`config.mk`:
```
export PLATFORM = sky130hd
export DESIGN_NAME = ifu_prefetch
export DESIGN_NICKNAME = d
export VERILOG_FILES = /design/src/rtl/ifu_prefetch.sv
export SDC_FILE = /design/constraint.sdc
export NUM_CORES = 1
export LEC_CHECK = 0
export BUFFER_PORTS_ARGS = -buffer_cell sky130_fd_sc_hd__buf_2
export CAP_MARGIN = 10
export CELL_PAD_IN_SITES_DETAIL_PLACEMENT = 1
export CELL_PAD_IN_SITES_GLOBAL_PLACEMENT = 1
export CORE_UTILIZATION = 40
export DETAILED_ROUTE_END_ITERATION = 16
export PLACE_DENSITY = 0.74
export SLEW_MARGIN = 20
export SYNTH_ARGS = -nofsm -noshare
export SYNTH_HDL_FRONTEND = slang
export SYNTH_SLANG_ARGS = --single-unit
```
`constraint.sdc`:
```
create_clock -name clk -period 3.9 [get_ports clk]
set_input_delay 0.195 -clock clk [delete_from_list [all_inputs] [get_ports clk]]
set_output_delay 0.195 -clock clk [all_outputs]
set_load 0.1 [all_outputs]
```
`src/rtl/ifu_prefetch.sv`:
```
// rtl/ifu_prefetch.sv - instruction prefetch unit with epoch-tagged AXI-Lite reads and a FWFT fetch FIFO
module ifu_prefetch #(
  parameter logic [31:0] RESET_PC        = 32'h3000_0000,
  parameter int          FIFO_DEPTH      = 4,
  parameter int          MAX_OUTSTANDING = 2,
  parameter int          EPOCH_W         = 2
) (
  input  logic        clk,
  input  logic        reset,
  input  logic        redirect_valid,
  input  logic [31:0] redirect_pc,
  input  logic        exc_valid,
  input  logic [31:0] csr_mtvec,
  input  logic        fence_i,
  input  logic [31:0] fence_pc,
  input  logic        icache_flush_done,
  output logic [31:0] axi_araddr,
  output logic        axi_arvalid,
  input  logic        axi_arready,
  input  logic        axi_rvalid,
  output logic        axi_rready,
  input  logic [31:0] axi_rdata,
  input  logic [1:0]  axi_rresp,
  output logic        out_valid,
  input  logic        out_ready,
  output logic [31:0] out_pc,
  output logic [31:0] out_inst,
  output logic        out_fault
);

  localparam int PW = (FIFO_DEPTH > 1) ? $clog2(FIFO_DEPTH) : 1;
  localparam int CW = $clog2(FIFO_DEPTH + 1);
  localparam int TW = (MAX_OUTSTANDING > 1) ? $clog2(MAX_OUTSTANDING) : 1;
  localparam int OW = $clog2(MAX_OUTSTANDING + 1);

  typedef enum logic {
    ST_RUN   = 1'b0,
    ST_FENCE = 1'b1
  } state_t;

  state_t state, state_nxt;

  logic [31:0]        fetch_pc;
  logic [31:0]        pend_pc;
  logic               pend_valid;
  logic [EPOCH_W-1:0] cur_epoch;
  logic [EPOCH_W-1:0] ar_epoch;
  logic               arvalid_q;
  logic [OW-1:0]      outstanding;

  logic [EPOCH_W-1:0] tag_epoch [MAX_OUTSTANDING];
  logic [31:0]        tag_pc    [MAX_OUTSTANDING];
  logic [TW-1:0]      tag_wr, tag_rd;

  logic [31:0]        fifo_pc    [FIFO_DEPTH];
  logic [31:0]        fifo_inst  [FIFO_DEPTH];
  logic               fifo_fault [FIFO_DEPTH];
  logic [PW-1:0]      wr_ptr, rd_ptr;
  logic [CW-1:0]      count;

  logic        flush;
  logic [31:0] flush_pc;
  logic        ar_hs, r_hs, credit, issue, push, pop;

  assign flush    = exc_valid | redirect_valid | fence_i;
  assign flush_pc = exc_valid ? csr_mtvec : (redirect_valid ? redirect_pc : fence_pc);

  assign ar_hs  = arvalid_q & axi_arready;
  assign r_hs   = axi_rvalid & axi_rready;
  assign credit = (state == ST_RUN) && (32'(outstanding) < MAX_OUTSTANDING) &&
                  ((32'(count) + 32'(outstanding)) < FIFO_DEPTH);
  // A flush cycle never starts a request so the new target and epoch take effect first.
  assign issue  = credit & ~arvalid_q & ~flush;
  assign push   = r_hs && (tag_epoch[tag_rd] == cur_epoch) && !flush;
  assign pop    = out_valid & out_ready & ~flush;

  assign axi_araddr  = fetch_pc;
  assign axi_arvalid = arvalid_q;
  assign axi_rready  = (outstanding != '0);

  assign out_valid = (count != '0);
  assign out_pc    = out_valid ? fifo_pc[rd_ptr]   : 32'd0;
  assign out_inst  = out_valid ? fifo_inst[rd_ptr] : 32'd0;
  assign out_fault = out_valid ? fifo_fault[rd_ptr] : 1'b0;

  always_comb begin
    state_nxt = state;
    case (state)
      ST_RUN:   if (fence_i && !exc_valid && !redirect_valid) state_nxt = ST_FENCE;
      ST_FENCE: if (icache_flush_done && (outstanding == '0)) state_nxt = ST_RUN;
      default:  state_nxt = ST_RUN;
    endcase
  end

  always_ff @(posedge clk or negedge reset) begin
    if (!reset) begin
      state       <= ST_RUN;
      fetch_pc    <= RESET_PC;
      pend_pc     <= 32'd0;
      pend_valid  <= 1'b0;
      cur_epoch   <= '0;
      ar_epoch    <= '0;
      arvalid_q   <= 1'b0;
      outstanding <= '0;
      tag_wr      <= '0;
      tag_rd      <= '0;
      wr_ptr      <= '0;
      rd_ptr      <= '0;
      count       <= '0;
    end else begin
      state <= state_nxt;
      if (flush) cur_epoch <= cur_epoch + 1'b1;

      // A pending AR keeps its address; the redirect target is parked until the handshake.
      if (ar_hs) begin
        arvalid_q  <= 1'b0;
        pend_valid <= 1'b0;
        if (flush)           fetch_pc <= flush_pc;
        else if (pend_valid) fetch_pc <= pend_pc;
        else                 fetch_pc <= fetch_pc + 32'd4;
      end else begin
        if (issue) begin
          arvalid_q <= 1'b1;
          ar_epoch  <= cur_epoch;
        end
        if (flush) begin
          if (arvalid_q) begin
            pend_valid <= 1'b1;
            pend_pc    <= flush_pc;
          end else begin
            fetch_pc <= flush_pc;
          end
        end
      end

      if (ar_hs) tag_wr <= (tag_wr == TW'(MAX_OUTSTANDING - 1)) ? '0 : tag_wr + 1'b1;
      if (r_hs)  tag_rd <= (tag_rd == TW'(MAX_OUTSTANDING - 1)) ? '0 : tag_rd + 1'b1;
      if (ar_hs && !r_hs)      outstanding <= outstanding + 1'b1;
      else if (!ar_hs && r_hs) outstanding <= outstanding - 1'b1;

      if (flush) begin
        wr_ptr <= '0;
        rd_ptr <= '0;
        count  <= '0;
      end else begin
        if (push) wr_ptr <= wr_ptr + 1'b1;
        if (pop)  rd_ptr <= rd_ptr + 1'b1;
        if (push && !pop)      count <= count + 1'b1;
        else if (!push && pop) count <= count - 1'b1;
      end
    end
  end

  always_ff @(posedge clk) begin
    if (ar_hs) begin
      tag_epoch[tag_wr] <= ar_epoch;
      tag_pc[tag_wr]    <= fetch_pc;
    end
    if (push) begin
      fifo_pc[wr_ptr]    <= tag_pc[tag_rd];
      fifo_inst[wr_ptr]  <= axi_rdata;
      fifo_fault[wr_ptr] <= (axi_rresp != 2'b00);
    end
  end

endmodule
```
==> results summary <==
The run finished with clean final reports. The worst pin sits at a relative slew slack of 33.04%. CTS placed an instance of sky130_fd_sc_hd__clkbuf_16 at the clock tree root. The net count of the mapped netlist is 1279. The clock-pin slew reported for the worst setup and hold paths after clock tree synthesis is 0.06 ns. Before antenna repair, the detailed router went through 5 iterations. The maximum net fanout on the critical path came out at 34. The final clock period utilization by the worst path came out at 77.70%.

In the final routed layout, each cell accounts on average for 21.75 um. During synthesis, Yosys emitted a total of 0 warnings. The via count of the first global-routing pass came out at 11620. The number of levels the H-tree was split into came out at 2. The initial antenna violation count came out at 0.

The violation count after the first detailed-routing iteration came out at 662. The pin count of the biggest net entering global routing is 66. The standard-cell row count came out at 76.

The register bit total from synthesis is 410. The number of enable flip-flop cells after synthesis came out at 328. The clock drives 410 sinks. The post-synthesis instance area is 0.01765 mm2. The most area-hungry cell type in the Yosys netlist is sky130_fd_sc_hd__edfxtp_1.

The total routing usage reported by global routing is 20.06%. The accumulated negative setup slack came out at 0 ns. STA puts the critical path data required time at 3.70 ns. Among all flip-flop cells after synthesis, the most frequent one is sky130_fd_sc_hd__edfxtp_1. After synthesis, flip-flops and latches occupy 67.43% of the total area. The completed layout was analyzed and its total power is 11.99 mW. The die covers 0.04498 mm2. The fraction of registers with async set or reset after synthesis came out at 20.00%.

The top cell type by area accounts for 55.79% of the synthesized area. For the pin with the worst max-slew slack, the measured transition is 1.002 ns. The half-perimeter wire length after placement is 29570 um. The worst setup path is captured at an output port. The reported max-cap violation count is 0.

The static leakage came out at 7.884 nW. The critical path is of the reg -> out type. Setup violations remaining at the end of the flow were counted as 0. The number of instances in the synthesized netlist is 1132.

The antenna diode instance count came out at 0. At the end of the flow, the number of nets in the layout was 1571. After layout, the minimum clock period comes to 3.030 ns. Dividing total power by cell area gives a power density of 558.8 mW/mm2.

From left edge to right edge, the die measures 212.1 um. Of the cells placed in the final design, the portion with a size suffix greater than 1 is 32.42%. The path class of the tightest hold or removal check is in -> reg.

The die extent in y is 212.1 um. The number of hold violations in the final report is 0. The port buffer count is 238. In this run, CTS created clock tree buffers numbering 43. In this run the worst setup path begins at rd_ptr[0]$_DFFE_PN0P_. The launching element type of the critical path is a register. The later pin in the worst-skew pair is clocked with a latency of 0.57 ns.

After global routing the overflow that remains totals 0. The routed layout has 10890 vias. The initial core utilization is 40.80%. The number of top-level pins is 239.

The startpoint of the worst hold path is csr_mtvec[21]. The count of final max-slew check failures came to 0. A synthesized cell averages 15.60 um2. On the final layout, the worst clock skew is 0.01149 ns.

The first global-routing pass estimated 68080 um of wire. In the post-synthesis netlist, the biggest area contributors are sky130_fd_sc_hd__edfxtp_1 56%, sky130_fd_sc_hd__dfrtp_1 11%, sky130_fd_sc_hd__mux4_2 8.3%. The TritonCTS clock tree is yes. The post-route DRC violation count is 0. The signed area change from the synthesized netlist to the final layout came out at 21.59%. Across the VDD grid, the largest voltage drop is 0.3061 mV. Setup repair after global routing left no endpoint under its margin. The worst register-to-register path begins at tag_rd$_DFFE_PN0P_. The deepest clock path buffer count is 3. For this run, the top clock speed supported by timing is 330.0 MHz.

After detailed routing, the number of vias per cell comes to 5.330. The global placer's final weighted congestion came out at 0.7935. The post-detailed-route count of antenna-violating nets is 0. At the worst endpoint, the arrival time is 2.84 ns. The post-synthesis cell type count is 72. The floorplan step defined a core boundary enclosing 0.04327 mm2. The number of gates resized after CTS was 0.

The total wire length is 44450 um. The number of fill cells in the layout came out at 4276.
-- worst max-delay path, stage by stage (launching register included) --
cell and delay [ns]:
sky130_fd_sc_hd__dfrtp_4 0.89, sky130_fd_sc_hd__buf_12 0.33, sky130_fd_sc_hd__mux4_2 0.52, sky130_fd_sc_hd__and2_1 0.19, sky130_fd_sc_hd__buf_2 0.30
-- flip-flops by register name, summed over array words and instances (netlist names), 2 cells and up --
signal / count
ar_epoch: 2
axi_araddr: 32
count: 3
cur_epoch: 2
fifo_fault: 4
fifo_inst: 128
fifo_pc: 128
outstanding: 2
pend_pc: 32
rd_ptr: 2
tag_epoch: 4
tag_pc: 64
wr_ptr: 2
-- cell usage in the layout, fill, tap and decap left out, types with 41 or more instances in the layout --
cell	synthesis	routed
sky130_fd_sc_hd__and2_1	67	67
sky130_fd_sc_hd__nand2_1	61	61
sky130_fd_sc_hd__mux2_2	56	56
sky130_fd_sc_hd__a21oi_1	47	47
sky130_fd_sc_hd__clkbuf_16	0	43
sky130_fd_sc_hd__dlygate4sd3_1	0	55
sky130_fd_sc_hd__dfrtp_1	80	78
sky130_fd_sc_hd__o21ai_0	41	41
sky130_fd_sc_hd__edfxtp_1	328	328
sky130_fd_sc_hd__nor2_1	43	42
sky130_fd_sc_hd__buf_2	17	237
sky130_fd_sc_hd__mux4_2	65	65
-- cell usage after synthesis, types with 30 or more instances --
master and number:
sky130_fd_sc_hd__edfxtp_1 328, sky130_fd_sc_hd__dfrtp_1 80, sky130_fd_sc_hd__and2_1 67, sky130_fd_sc_hd__mux4_2 65, sky130_fd_sc_hd__nand2_1 61, sky130_fd_sc_hd__mux2_2 56, sky130_fd_sc_hd__a21oi_1 47, sky130_fd_sc_hd__nor2_1 43
sky130_fd_sc_hd__o21ai_0 41, sky130_fd_sc_hd__clkbuf_1 39, sky130_fd_sc_hd__mux2i_1 39, sky130_fd_sc_hd__nand3_1 30
-- area by class of cell --
cell class / count / area, um2 / area share (%)
Timing Repair Buffer: 315 / 1984 / 9.245
Inverter: 13 / 48.80 / 0.2273
Sequential cell: 410 / 11910 / 55.48
Clock buffer: 60 / 1180 / 5.497
Tap cell: 585 / 732.0 / 3.410
Clock inverter: 20 / 156.4 / 0.7286
Multi-Input combinational cell: 641 / 5455 / 25.41
-- report_power, final --
group,internal [mW],total (mW),switching (mW)
sequential,5.21,5.58,0.375
combinational,0.746,2.54,1.79
clock,2.20,3.87,1.67
total,8.16,12.0,3.84
-- routing by layer --
layer | vias to the layer above | part of all wire (%) | global-route usage, %
met4 | 0 | 2.0 | 5.097
met1 | 5525 | 43 | 26.61
met5 | - | 0 | 0
met3 | 65 | 5.8 | 3.840
li1 | 4976 | - | -
met2 | 328 | 49 | 33.86
-- kinds of logic after synthesis --
group	share of synthesized area (%)
buffers and inverters	1.885
AOI/OAI and AO/OA	6.350
muxes	14.08
xor gates and xnor gates	1.290
and+or+nand+nor	8.363
DFF	67.43
adders and majority gates	0.6095
-- worst paths after layout --
kind	slack [ns]	end	cells after the start
min in group asynchronous	0.24	pend_pc[1]$_DFFE_PN0P_	2
worst min register to register	0.48	tag_epoch[0][1]$_DFFE_PP_	0
max in group asynchronous	2.73	axi_araddr[22]$_DFFE_PN0P_	3
worst min-delay path	0.02	pend_pc[21]$_DFFE_PN0P_	4
worst max register to register	0.95	fifo_inst[3][24]$_DFFE_PP_	5
worst max-delay path	0.87	out_inst[1]	4
-- stage by stage --
step / instance area, um2 / worst slack (ns) / std cells / util, % / hold WS (ns)
after floorplan: 17660 / 0.6124 / 1132 / - / -0.1006
after global placement: 19570 / 1.117 / 1909 / 45.23 / 0.2879
after detailed placement: 19580 / 0.9399 / 1909 / 45.25 / 0.2873
after CTS: 21460 / 0.7750 / 2044 / 49.61 / 0.006036
after global routing: 21470 / 0.6835 / 2044 / 49.61 / 0.01075
final: 21470 / 0.8696 / 2044 / 49.61 / 0.02383
-- repair_timing --
item                                   in CTS  in global routing
endpoints found under the hold margin     199                  0
hold buffers                               55                  0
setup buffers                               0                  0
Power figures use the tool's default switching activity.
